--- config.mk ---
export PLATFORM = sky130hd
export DESIGN_NAME = mpu_burst_reader_flat
export DESIGN_NICKNAME = d
export VERILOG_FILES = /design/src/rtl/mpu_burst_reader_if.sv /design/src/rtl/mpu_burst_reader.sv /design/src/flat_wrapper.sv
export SDC_FILE = /design/constraint.sdc
export NUM_CORES = 1
export LEC_CHECK = 0
export ABC_AREA = 1
export BUFFER_PORTS_ARGS = -buffer_cell sky130_fd_sc_hd__buf_2
export CELL_PAD_IN_SITES_DETAIL_PLACEMENT = 1
export CELL_PAD_IN_SITES_GLOBAL_PLACEMENT = 1
export CORE_ASPECT_RATIO = 1.5
export CORE_UTILIZATION = 35
export DETAILED_ROUTE_END_ITERATION = 12
export GPL_TIMING_DRIVEN = 0
export PLACE_DENSITY_LB_ADDON = 0.1
export SLEW_MARGIN = 5
export SYNTH_ARGS = -nofsm -noshare
export SYNTH_HDL_FRONTEND = slang
export SYNTH_SLANG_ARGS = --single-unit
export TNS_END_PERCENT = 1
--- constraint.sdc ---
create_clock -name clk -period 5 [get_ports clk]
set_input_delay 1 -clock clk [delete_from_list [all_inputs] [get_ports clk]]
set_output_delay 1 -clock clk [all_outputs]
set_load 0.01 [all_outputs]
--- src/rtl/mpu_burst_reader_if.sv ---
// ---------------------------------------------------------------------------
// mpu_burst_reader_if
//   Command/response link between mpu_burst_reader and a byte-level I2C
//   master.
//   cmd_valid/cmd_ready : command handshake (transfer when both high)
//   cmd_op              : 0=START+write, 1=write, 2=read+ACK, 3=read+NACK+STOP
//   cmd_data            : byte to write (ops 0/1), 0 for reads
//   rsp_valid           : one-cycle pulse, command complete
//   rsp_data            : byte read (ops 2/3)
//   rsp_nack            : slave NACKed a write (ops 0/1)
//   Modports: master = reader side (issues commands), slave = I2C master side.
// ---------------------------------------------------------------------------
interface mpu_burst_reader_if;
  logic       cmd_valid;
  logic       cmd_ready;
  logic [1:0] cmd_op;
  logic [7:0] cmd_data;
  logic       rsp_valid;
  logic [7:0] rsp_data;
  logic       rsp_nack;

  modport master (
    output cmd_valid, cmd_op, cmd_data,
    input  cmd_ready, rsp_valid, rsp_data, rsp_nack
  );

  modport slave (
    input  cmd_valid, cmd_op, cmd_data,
    output cmd_ready, rsp_valid, rsp_data, rsp_nack
  );
endinterface

--- src/rtl/mpu_burst_reader.sv ---
// ---------------------------------------------------------------------------
// mpu_burst_reader
//   Periodically reads the 14 data registers of an MPU6050 (accel XYZ, temp,
//   gyro XYZ) through a byte-level I2C master: writes the register pointer,
//   then burst-reads 14 bytes and publishes them atomically with a one-cycle
//   data_valid pulse.
// Ports:
//   clk, rst                 : clock, synchronous active-high reset
//   enable                   : run periodic bursts (0 = finish current, idle)
//   bus (master modport)     : command/response link to the I2C master
//   mpu_data_packed_0..13    : published bytes, index = offset from START_REG
//   data_valid               : one-cycle pulse when a new set is published
//   busy                     : high from burst start until DONE/ERR exit
//   err_cnt                  : saturating count of aborted bursts
// Configuration:
//   `define MPU_READER_TIMEOUT_EN enables a per-command watchdog of
//   TIMEOUT_CYCLES clocks; without it the FSM waits indefinitely.
// ---------------------------------------------------------------------------
module mpu_burst_reader #(
  parameter int         SAMPLE_DIV     = 100000,
  parameter logic [6:0] DEV_ADDR       = 7'h68,
  parameter logic [7:0] START_REG      = 8'h3B,
  parameter int         TIMEOUT_CYCLES = 50000
) (
  input  logic                 clk,
  input  logic                 rst,
  input  logic                 enable,
  mpu_burst_reader_if.master   bus,
  output logic [7:0]           mpu_data_packed_0,
  output logic [7:0]           mpu_data_packed_1,
  output logic [7:0]           mpu_data_packed_2,
  output logic [7:0]           mpu_data_packed_3,
  output logic [7:0]           mpu_data_packed_4,
  output logic [7:0]           mpu_data_packed_5,
  output logic [7:0]           mpu_data_packed_6,
  output logic [7:0]           mpu_data_packed_7,
  output logic [7:0]           mpu_data_packed_8,
  output logic [7:0]           mpu_data_packed_9,
  output logic [7:0]           mpu_data_packed_10,
  output logic [7:0]           mpu_data_packed_11,
  output logic [7:0]           mpu_data_packed_12,
  output logic [7:0]           mpu_data_packed_13,
  output logic                 data_valid,
  output logic                 busy,
  output logic [7:0]           err_cnt
);

  if (SAMPLE_DIV < 64 || TIMEOUT_CYCLES < 1) begin : g_param_check
    $error("mpu_burst_reader: SAMPLE_DIV must be >= 64 and TIMEOUT_CYCLES >= 1");
  end

  localparam logic [1:0] OP_START     = 2'd0;
  localparam logic [1:0] OP_WRITE     = 2'd1;
  localparam logic [1:0] OP_READ_ACK  = 2'd2;
  localparam logic [1:0] OP_READ_NACK = 2'd3;

  localparam int            TW        = $clog2(SAMPLE_DIV);
  localparam logic [TW-1:0] TICK_LAST = TW'(SAMPLE_DIV - 1);

  typedef enum logic [2:0] {
    S_IDLE, S_ADDR_W, S_REG, S_ADDR_R, S_READ, S_DONE, S_ERR
  } state_t;

  state_t        state;
  logic [TW-1:0] tick_cnt;
  logic          tick;
  logic          outstanding;   // command accepted, response not yet seen
  logic [3:0]    idx;
  logic [7:0]    shadow   [14];
  logic [7:0]    data_out [14];

`ifdef MPU_READER_TIMEOUT_EN
  localparam int            WW         = $clog2(TIMEOUT_CYCLES + 1);
  localparam logic [WW-1:0] WDOG_LAST  = WW'(TIMEOUT_CYCLES - 1);
  logic [WW-1:0] wdog;
`endif

  // Free-running sample divider; held at 0 while disabled so a tick can never
  // coincide with enable falling.
  always_ff @(posedge clk) begin
    // NOTE: all sequential state uses non-blocking assignments so every
    // register samples pre-edge values regardless of statement order.
    if (rst || !enable) tick_cnt <= '0;
    else if (tick_cnt == TICK_LAST) tick_cnt <= '0;
    else tick_cnt <= tick_cnt + 1'b1;
  end

  assign tick = enable && (tick_cnt == TICK_LAST);

  always_ff @(posedge clk) begin
    if (rst) begin
      state         <= S_IDLE;
      bus.cmd_valid <= 1'b0;
      bus.cmd_op    <= OP_START;
      bus.cmd_data  <= 8'h00;
      outstanding   <= 1'b0;
      idx           <= 4'd0;
      data_valid    <= 1'b0;
      busy          <= 1'b0;
      err_cnt       <= 8'h00;
      // NOTE: the byte arrays are reset explicitly because they are a handful
      // of flops that must read 0 after reset; a real RAM would not be.
      for (int i = 0; i < 14; i++) begin
        shadow[i]   <= 8'h00;
        data_out[i] <= 8'h00;
      end
`ifdef MPU_READER_TIMEOUT_EN
      wdog <= '0;
`endif
    end else begin
      data_valid <= 1'b0;
      case (state)
        S_IDLE: begin
          // Ticks arriving outside IDLE are dropped, not queued.
          if (tick) begin
            state         <= S_ADDR_W;
            busy          <= 1'b1;
            bus.cmd_valid <= 1'b1;
            bus.cmd_op    <= OP_START;
            bus.cmd_data  <= {DEV_ADDR, 1'b0};
          end
`ifdef MPU_READER_TIMEOUT_EN
          wdog <= '0;
`endif
        end

        S_ADDR_W, S_REG, S_ADDR_R, S_READ: begin
          if (bus.cmd_valid && bus.cmd_ready) begin
            bus.cmd_valid <= 1'b0;
            outstanding   <= 1'b1;
`ifdef MPU_READER_TIMEOUT_EN
            wdog <= '0;
`endif
          end else if (outstanding && bus.rsp_valid) begin
            outstanding <= 1'b0;
`ifdef MPU_READER_TIMEOUT_EN
            wdog <= '0;
`endif
            if (bus.rsp_nack && state != S_READ) begin
              state <= S_ERR;
            end else begin
              case (state)
                S_ADDR_W: begin
                  state         <= S_REG;
                  bus.cmd_valid <= 1'b1;
                  bus.cmd_op    <= OP_WRITE;
                  bus.cmd_data  <= START_REG;
                end
                S_REG: begin
                  state         <= S_ADDR_R;
                  bus.cmd_valid <= 1'b1;
                  bus.cmd_op    <= OP_START;
                  bus.cmd_data  <= {DEV_ADDR, 1'b1};
                end
                S_ADDR_R: begin
                  state         <= S_READ;
                  idx           <= 4'd0;
                  bus.cmd_valid <= 1'b1;
                  bus.cmd_op    <= OP_READ_ACK;
                  bus.cmd_data  <= 8'h00;
                end
                default: begin  // S_READ
                  shadow[idx] <= bus.rsp_data;
                  if (idx == 4'd13) begin
                    // Publish on the final response edge so the registered
                    // data_valid is high exactly during DONE.
                    for (int i = 0; i < 13; i++) data_out[i] <= shadow[i];
                    data_out[13] <= bus.rsp_data;
                    data_valid   <= 1'b1;
                    state        <= S_DONE;
                  end else begin
                    idx           <= idx + 4'd1;
                    bus.cmd_valid <= 1'b1;
                    bus.cmd_op    <= (idx == 4'd12) ? OP_READ_NACK : OP_READ_ACK;
                    bus.cmd_data  <= 8'h00;
                  end
                end
              endcase
            end
          end
`ifdef MPU_READER_TIMEOUT_EN
          else if (wdog == WDOG_LAST) begin
            state         <= S_ERR;
            bus.cmd_valid <= 1'b0;
            outstanding   <= 1'b0;
            wdog          <= '0;
          end else begin
            wdog <= wdog + 1'b1;
          end
`endif
        end

        S_DONE: begin
          state <= S_IDLE;
          busy  <= 1'b0;
        end

        S_ERR: begin
          if (err_cnt != 8'hFF) err_cnt <= err_cnt + 8'd1;
          state <= S_IDLE;
          busy  <= 1'b0;
        end

        default: state <= S_IDLE;
      endcase
    end
  end

  assign mpu_data_packed_0  = data_out[0];
  assign mpu_data_packed_1  = data_out[1];
  assign mpu_data_packed_2  = data_out[2];
  assign mpu_data_packed_3  = data_out[3];
  assign mpu_data_packed_4  = data_out[4];
  assign mpu_data_packed_5  = data_out[5];
  assign mpu_data_packed_6  = data_out[6];
  assign mpu_data_packed_7  = data_out[7];
  assign mpu_data_packed_8  = data_out[8];
  assign mpu_data_packed_9  = data_out[9];
  assign mpu_data_packed_10 = data_out[10];
  assign mpu_data_packed_11 = data_out[11];
  assign mpu_data_packed_12 = data_out[12];
  assign mpu_data_packed_13 = data_out[13];

endmodule

--- src/flat_wrapper.sv ---
// flat-port wrapper written by rule: the top's interface ports become plain ports
module mpu_burst_reader_flat 
#(
  parameter int         SAMPLE_DIV     = 100000,
  parameter logic [6:0] DEV_ADDR       = 7'h68,
  parameter logic [7:0] START_REG      = 8'h3B,
  parameter int         TIMEOUT_CYCLES = 50000
)
  (clk, rst, enable, mpu_data_packed_0, mpu_data_packed_1, mpu_data_packed_2, mpu_data_packed_3, mpu_data_packed_4, mpu_data_packed_5, mpu_data_packed_6, mpu_data_packed_7, mpu_data_packed_8, mpu_data_packed_9, mpu_data_packed_10, mpu_data_packed_11, mpu_data_packed_12, mpu_data_packed_13, data_valid, busy, err_cnt, bus_cmd_valid, bus_cmd_op, bus_cmd_data, bus_cmd_ready, bus_rsp_valid, bus_rsp_data, bus_rsp_nack);
  mpu_burst_reader_if bus_i ();
  input  logic clk;
  input  logic rst;
  input  logic enable;
  output logic [7:0] mpu_data_packed_0;
  output logic [7:0] mpu_data_packed_1;
  output logic [7:0] mpu_data_packed_2;
  output logic [7:0] mpu_data_packed_3;
  output logic [7:0] mpu_data_packed_4;
  output logic [7:0] mpu_data_packed_5;
  output logic [7:0] mpu_data_packed_6;
  output logic [7:0] mpu_data_packed_7;
  output logic [7:0] mpu_data_packed_8;
  output logic [7:0] mpu_data_packed_9;
  output logic [7:0] mpu_data_packed_10;
  output logic [7:0] mpu_data_packed_11;
  output logic [7:0] mpu_data_packed_12;
  output logic [7:0] mpu_data_packed_13;
  output logic data_valid;
  output logic busy;
  output logic [7:0] err_cnt;
  output wire logic [$bits(bus_i.cmd_valid)-1:0] bus_cmd_valid;
  output wire logic [$bits(bus_i.cmd_op)-1:0] bus_cmd_op;
  output wire logic [$bits(bus_i.cmd_data)-1:0] bus_cmd_data;
  input wire logic [$bits(bus_i.cmd_ready)-1:0] bus_cmd_ready;
  input wire logic [$bits(bus_i.rsp_valid)-1:0] bus_rsp_valid;
  input wire logic [$bits(bus_i.rsp_data)-1:0] bus_rsp_data;
  input wire logic [$bits(bus_i.rsp_nack)-1:0] bus_rsp_nack;
  assign bus_cmd_valid = bus_i.cmd_valid;
  assign bus_cmd_op = bus_i.cmd_op;
  assign bus_cmd_data = bus_i.cmd_data;
  assign bus_i.cmd_ready = bus_cmd_ready;
  assign bus_i.rsp_valid = bus_rsp_valid;
  assign bus_i.rsp_data = bus_rsp_data;
  assign bus_i.rsp_nack = bus_rsp_nack;
  mpu_burst_reader #(.SAMPLE_DIV(SAMPLE_DIV), .DEV_ADDR(DEV_ADDR), .START_REG(START_REG), .TIMEOUT_CYCLES(TIMEOUT_CYCLES)) u_core (.clk(clk), .rst(rst), .enable(enable), .bus(bus_i), .mpu_data_packed_0(mpu_data_packed_0), .mpu_data_packed_1(mpu_data_packed_1), .mpu_data_packed_2(mpu_data_packed_2), .mpu_data_packed_3(mpu_data_packed_3), .mpu_data_packed_4(mpu_data_packed_4), .mpu_data_packed_5(mpu_data_packed_5), .mpu_data_packed_6(mpu_data_packed_6), .mpu_data_packed_7(mpu_data_packed_7), .mpu_data_packed_8(mpu_data_packed_8), .mpu_data_packed_9(mpu_data_packed_9), .mpu_data_packed_10(mpu_data_packed_10), .mpu_data_packed_11(mpu_data_packed_11), .mpu_data_packed_12(mpu_data_packed_12), .mpu_data_packed_13(mpu_data_packed_13), .data_valid(data_valid), .busy(busy), .err_cnt(err_cnt));
endmodule
# Word level (Yosys, flattened, before mapping)
# Memory sizes are Yosys's and may differ from the RTL's.
# Cells that the tools add are included.
dict set report op_classes {
  n_eq_ne 21
  n_mux 68
  n_addsub 3
  n_bitwise 17
  reduce_logical 23
}
# operator count
set op_table {}
lappend op_table {{$mux W8} 20}
lappend op_table {{$mux W1} 27}
lappend op_table {{$pmux W8 S3} 1}
lappend op_table {{$add A17 B1 Y17 const B} 1}
lappend op_table {{$eq A17 B17 Y1 const B} 1}
lappend op_table {{$pmux W8 S2} 1}
lappend op_table {{$mux W3} 5}
lappend op_table {{$or A1 B1 Y1} 14}
lappend op_table {{$reduce_and A6 Y1} 2}
lappend op_table {{$mux W2} 5}
lappend op_table {{$eq A3 B3 Y1 const B} 3}
lappend op_table {{$pmux W3 S3} 1}
lappend op_table {{$add A8 B1 Y8 const B} 1}
lappend op_table {{$eq A4 B4 Y1 const B} 2}
lappend op_table {{$mux W4} 2}
lappend op_table {{$ne A8 B8 Y1 const B} 1}
lappend op_table {{$pmux W4 S2} 1}
lappend op_table {{$reduce_or A8 Y1} 1}
lappend op_table {{$eq A3 B2 Y1 const B} 2}
lappend op_table {{$ne A2 B2 Y1 const B} 3}
lappend op_table {{$ne A6 B1 Y1 const B} 1}
lappend op_table {{$pmux W2 S3} 1}
lappend op_table {{$pmux W3 S2} 1}
lappend op_table {{$reduce_and A2 Y1} 3}
lappend op_table {{21 further kinds} 32}
dict set report word_totals {
  regBits 46
  wordCells 144
  ramBits 224
  out_inout_bits 133
  memories 2
}
# memory depth word_bits read_ports rd_ports_with_merged_regs wr line
set memory_table {}
lappend memory_table {u_core.data_out 14 8 14 0 14 mpu_burst_reader.sv:70} ;# logic [7:0] data_out [14];
lappend memory_table {u_core.shadow 14 8 13 0 14 mpu_burst_reader.sv:69} ;# logic [7:0] shadow [14];

# Logic depth before layout (Yosys ltp)
dict set report logic_depth {
  word_depth 11
  ltp_mapped 10
  mapped_depth_nobuf 10
}

# Worst setup path after synthesis
# OpenSTA, ideal clock, no wires.
dict set report synth_timing {
  path_kind {input-to-reg}
  start {input port rst}
  end {memory u_core.data_out[0][0], enable pin}
  path_slack_ns 0.544
  cell_stages 4
  t_arrival_ns 3.448
  path_buffers 2
  cell_sequence {buf_2 > clkinv_1 > clkbuf_1 > nand2_1}
}
# item line
set synth_lines {}
lappend synth_lines {{from (decl)} flat_wrapper.sv:12} ;# input logic rst;
lappend synth_lines {{to (decl)} mpu_burst_reader.sv:70}

==> impl_metrics.env <==
export IMPL_cp_max_fo=41
export IMPL_io_buffers=144
export IMPL_grt_pass1_wl_um=37100
export IMPL_grt_pass1_vias=6928
export IMPL_grt_setup_unrepaired="no"
export IMPL_io_pins=147
export IMPL_cts_resized=0
export IMPL_cp_end_kind="flip-flop"
export IMPL_via_count=6596
export IMPL_powerDensity_nw_per_um2=360
export IMPL_cts_path_max_buffers=3
export IMPL_drt_antenna_violating_nets=0
export IMPL_synth_top_area_cell="edfxtp_1"
export IMPL_post_cts_buffers=0
export IMPL_irDropWorstVdd_uv=209
export IMPL_vias_per_cell=4.39
export IMPL_postCtsHoldBufs=0
export IMPL_rows=76
export IMPL_use_met3=0.0234
export IMPL_period_needed_ns=2.68
export IMPL_reg2reg_depth=7
export IMPL_clock_skew_ns=0.00968
export IMPL_hold_depth=1
export IMPL_syn_area_um2=10300
export IMPL_synthFlopType="edfxtp_1"
export IMPL_tightest_slew_ns=0.938
export IMPL_finalNonFillerCells=1501
export IMPL_diodes=0
export IMPL_p_total_uw=4470
export IMPL_cts_tree="built"
export IMPL_path_buf_inv=4
export IMPL_drv_cap=0
export IMPL_synth_seq_cells=258
export IMPL_startpoint_type="input port"
export IMPL_setup_viol=0
export IMPL_maxSlewHeadroom=0.375
export IMPL_synth_most_common_cell="nor2_1"
export IMPL_area_growth_pct=19.8
export IMPL_fmax_mhz=373
export IMPL_async_flop_share=0
export IMPL_cts_max_level=1
export IMPL_insertion_delay_ns=0.53
export IMPL_ctsRootBufferMaster="clkbuf_16"
export IMPL_multi_input_area_um2=2210
export IMPL_routed_wl_um=23300
export IMPL_synth_top_cell_area_share=0.627
export IMPL_crit_family="buffers and inverters"
export IMPL_p_leak_uw=0.00515
export IMPL_ys_warn_count=0
export IMPL_r2r_setup_slack_ns=2.68
export IMPL_hold_path_end="u_core.tick_cnt[0]"
export IMPL_path_clk_slew_ns=0.06
export IMPL_r2r_end="u_core.data_out[0][59]"
export IMPL_antenna_found_initial=0
export IMPL_synthCells=919
export IMPL_utilization=0.429
export IMPL_critical_path_reg2reg_startpoint="u_core.idx[1]"
export IMPL_numCtsBuffers=26
export IMPL_grt_max_degree=43
export IMPL_met1_usage=0.187
export IMPL_placed_cells=1455
export IMPL_wl_per_cell_um=15.5
export IMPL_finalHoldViolations=0
export IMPL_status="complete, no violations"
export IMPL_syn_area_per_cell_um2=11.3
export IMPL_slowest_delay_ns=0.50
export IMPL_initial_core_util=0.358
export IMPL_core_um2=28900
export IMPL_fill_cells=3285
export IMPL_synth_edf_count=216
export IMPL_hold_start="u_core.tick_cnt[0]"
export IMPL_die_area_um2=30300
export IMPL_final_setup_tns_ns=0
export IMPL_drive_gt1_frac=0.217
export IMPL_maxSlewViolCount=0
export IMPL_drc=0
export IMPL_synth_nets=939
export IMPL_globalRouteTotalUtil=0.161
export IMPL_fin_crit_sh=0.537
export IMPL_gp_congestion=0.777
export IMPL_initialDrtViolationCount=261
export IMPL_synthTopCellsByCount="nor2_1 (250), edfxtp_1 (216), inv_1 (156)"
export IMPL_clock_sinks=258
export IMPL_use_met2=0.301
export IMPL_path_cells="buf_2 > clkinv_1 > clkbuf_1 > nand2_4 > buf_12"
export IMPL_die_h_um=213
export IMPL_min_path_type="flip-flop to flip-flop"
export IMPL_critPathKind="input port to flip-flop"
export IMPL_regArea_um2=7330
export IMPL_hold_slack_ns=0.451
export IMPL_top_usage_layer="met2"
export IMPL_nNetsFinal=1113
export IMPL_synth_seq_area_share=0.708
export IMPL_arrival_ns=2.90
export IMPL_required_ns=5.21
export IMPL_fp_dieW_um=142
export IMPL_synth_distinct_cells=38
export IMPL_dp_hpwl_um=16500
export IMPL_gr_total_overflow=0
export IMPL_crit_slowest_cell="nand2_4"
export IMPL_synth_area_top_cells="edfxtp_1 (63%), nor2_1 (9.1%), dfxtp_1 (8.1%)"
export IMPL_firstDrtPassIters=4
[routing by layer]
metal | part of all wire | wire, um | up-vias
met4 | 0.018 | 408 | 0
li1 | - | - | 3286
met3 | 0.040 | 930 | 25
met5 | 0 | 0 | -
met1 | 0.40 | 9390 | 3166
met2 | 0.54 | 12500 | 119
[worst register-to-register path, cell delays in order, from the launching register on]
cell     delay [ns]
dfxtp_1        0.33
inv_1          0.12
ha_1           0.41
inv_2          0.06
nor2_2         0.17
nand3_1        0.18
nand2_4        0.40
buf_12         0.30
[report_power, final]
part / total (uW) / internal [uW] / leakage, uW / switching, uW
sequential: 2440 / 2420 / 0.00241 / 26.9
clock: 1830 / 1030 / 0.000382 / 801
combinational: 191 / 54.7 / 0.00236 / 136
total: 4470 / 3500 / 0.00515 / 964
[worst max path at each step]
stage / start / endpoint / depth (start not counted)
finish: rst / u_core.data_out[0][59] / 5
global route: rst / u_core.data_out[0][65] / 5
CTS: rst / u_core.data_out[0][66] / 5
detailed placement: rst / u_core.data_out[0][58] / 5
global placement: rst / u_core.data_out[0][58] / 4
floorplan: rst / u_core.data_out[0][0] / 4
[flip-flops by register name, summed over array words and instances, names as in the netlist]
register	cells
u_core.bus.cmd_valid	1
u_core.bus.cmd_op	2
u_core.outstanding	1
u_core.bus.cmd_data	4
u_core.idx	4
u_core.shadow	104
u_core.state	3
u_core.tick_cnt	17
u_core.err_cnt	8
u_core.data_valid	1
u_core.busy	1
u_core.data_out	112
[kinds of logic after synthesis]
kind of cell | Yosys count | synth area share
simple gates | 406 | 0.177
other cells | 1 | 0.000363
buf+inv | 194 | 0.0789
fa+ha+maj | 6 | 0.00726
flops | 258 | 0.708
xor+xnor | 2 | 0.00169
compound gates | 52 | 0.0261
[layout make-up]
| type | count | area share |
|---|---|---|
| Timing Repair Buffer | 146 | 0.0614 |
| Inverter | 161 | 0.0488 |
| Buffer | 33 | 0.0171 |
| Multi-Input combinational cell | 467 | 0.178 |
| Clock inverter | 16 | 0.00858 |
| Tap cell | 390 | 0.0394 |
| Sequential cell | 258 | 0.591 |
| Clock buffer | 30 | 0.0554 |
[through the flow]
step | instance area, um^2 | setup slack, ns
after global routing | 12400 | 2.16
final | 12400 | 2.32
after floorplan | 10300 | 0.544
after global placement | 11600 | -1.52
after CTS | 12400 | 2.22
after detailed placement | 11600 | 1.65
[cells in the final DEF (no fill, tap or decap), types with 3 or more instances in the layout]
master	count
nor3_2	3
ha_1	6
dfxtp_1	42
clkinv_1	6
clkbuf_16	27
o21ai_0	13
nand4_1	6
buf_6	8
inv_2	4
or2_2	3
edfxtp_1	216
nand3_4	9
nand2_2	5
inv_1	156
nor2_2	6
nand3_1	22
nor3_1	10
buf_4	6
clkinvlp_4	3
clkinv_2	6
buf_2	148
nand2_1	79
clkbuf_1	17
nor2_1	250
a21oi_1	35
nor2_4	4
Power figures use the tool's default switching activity.
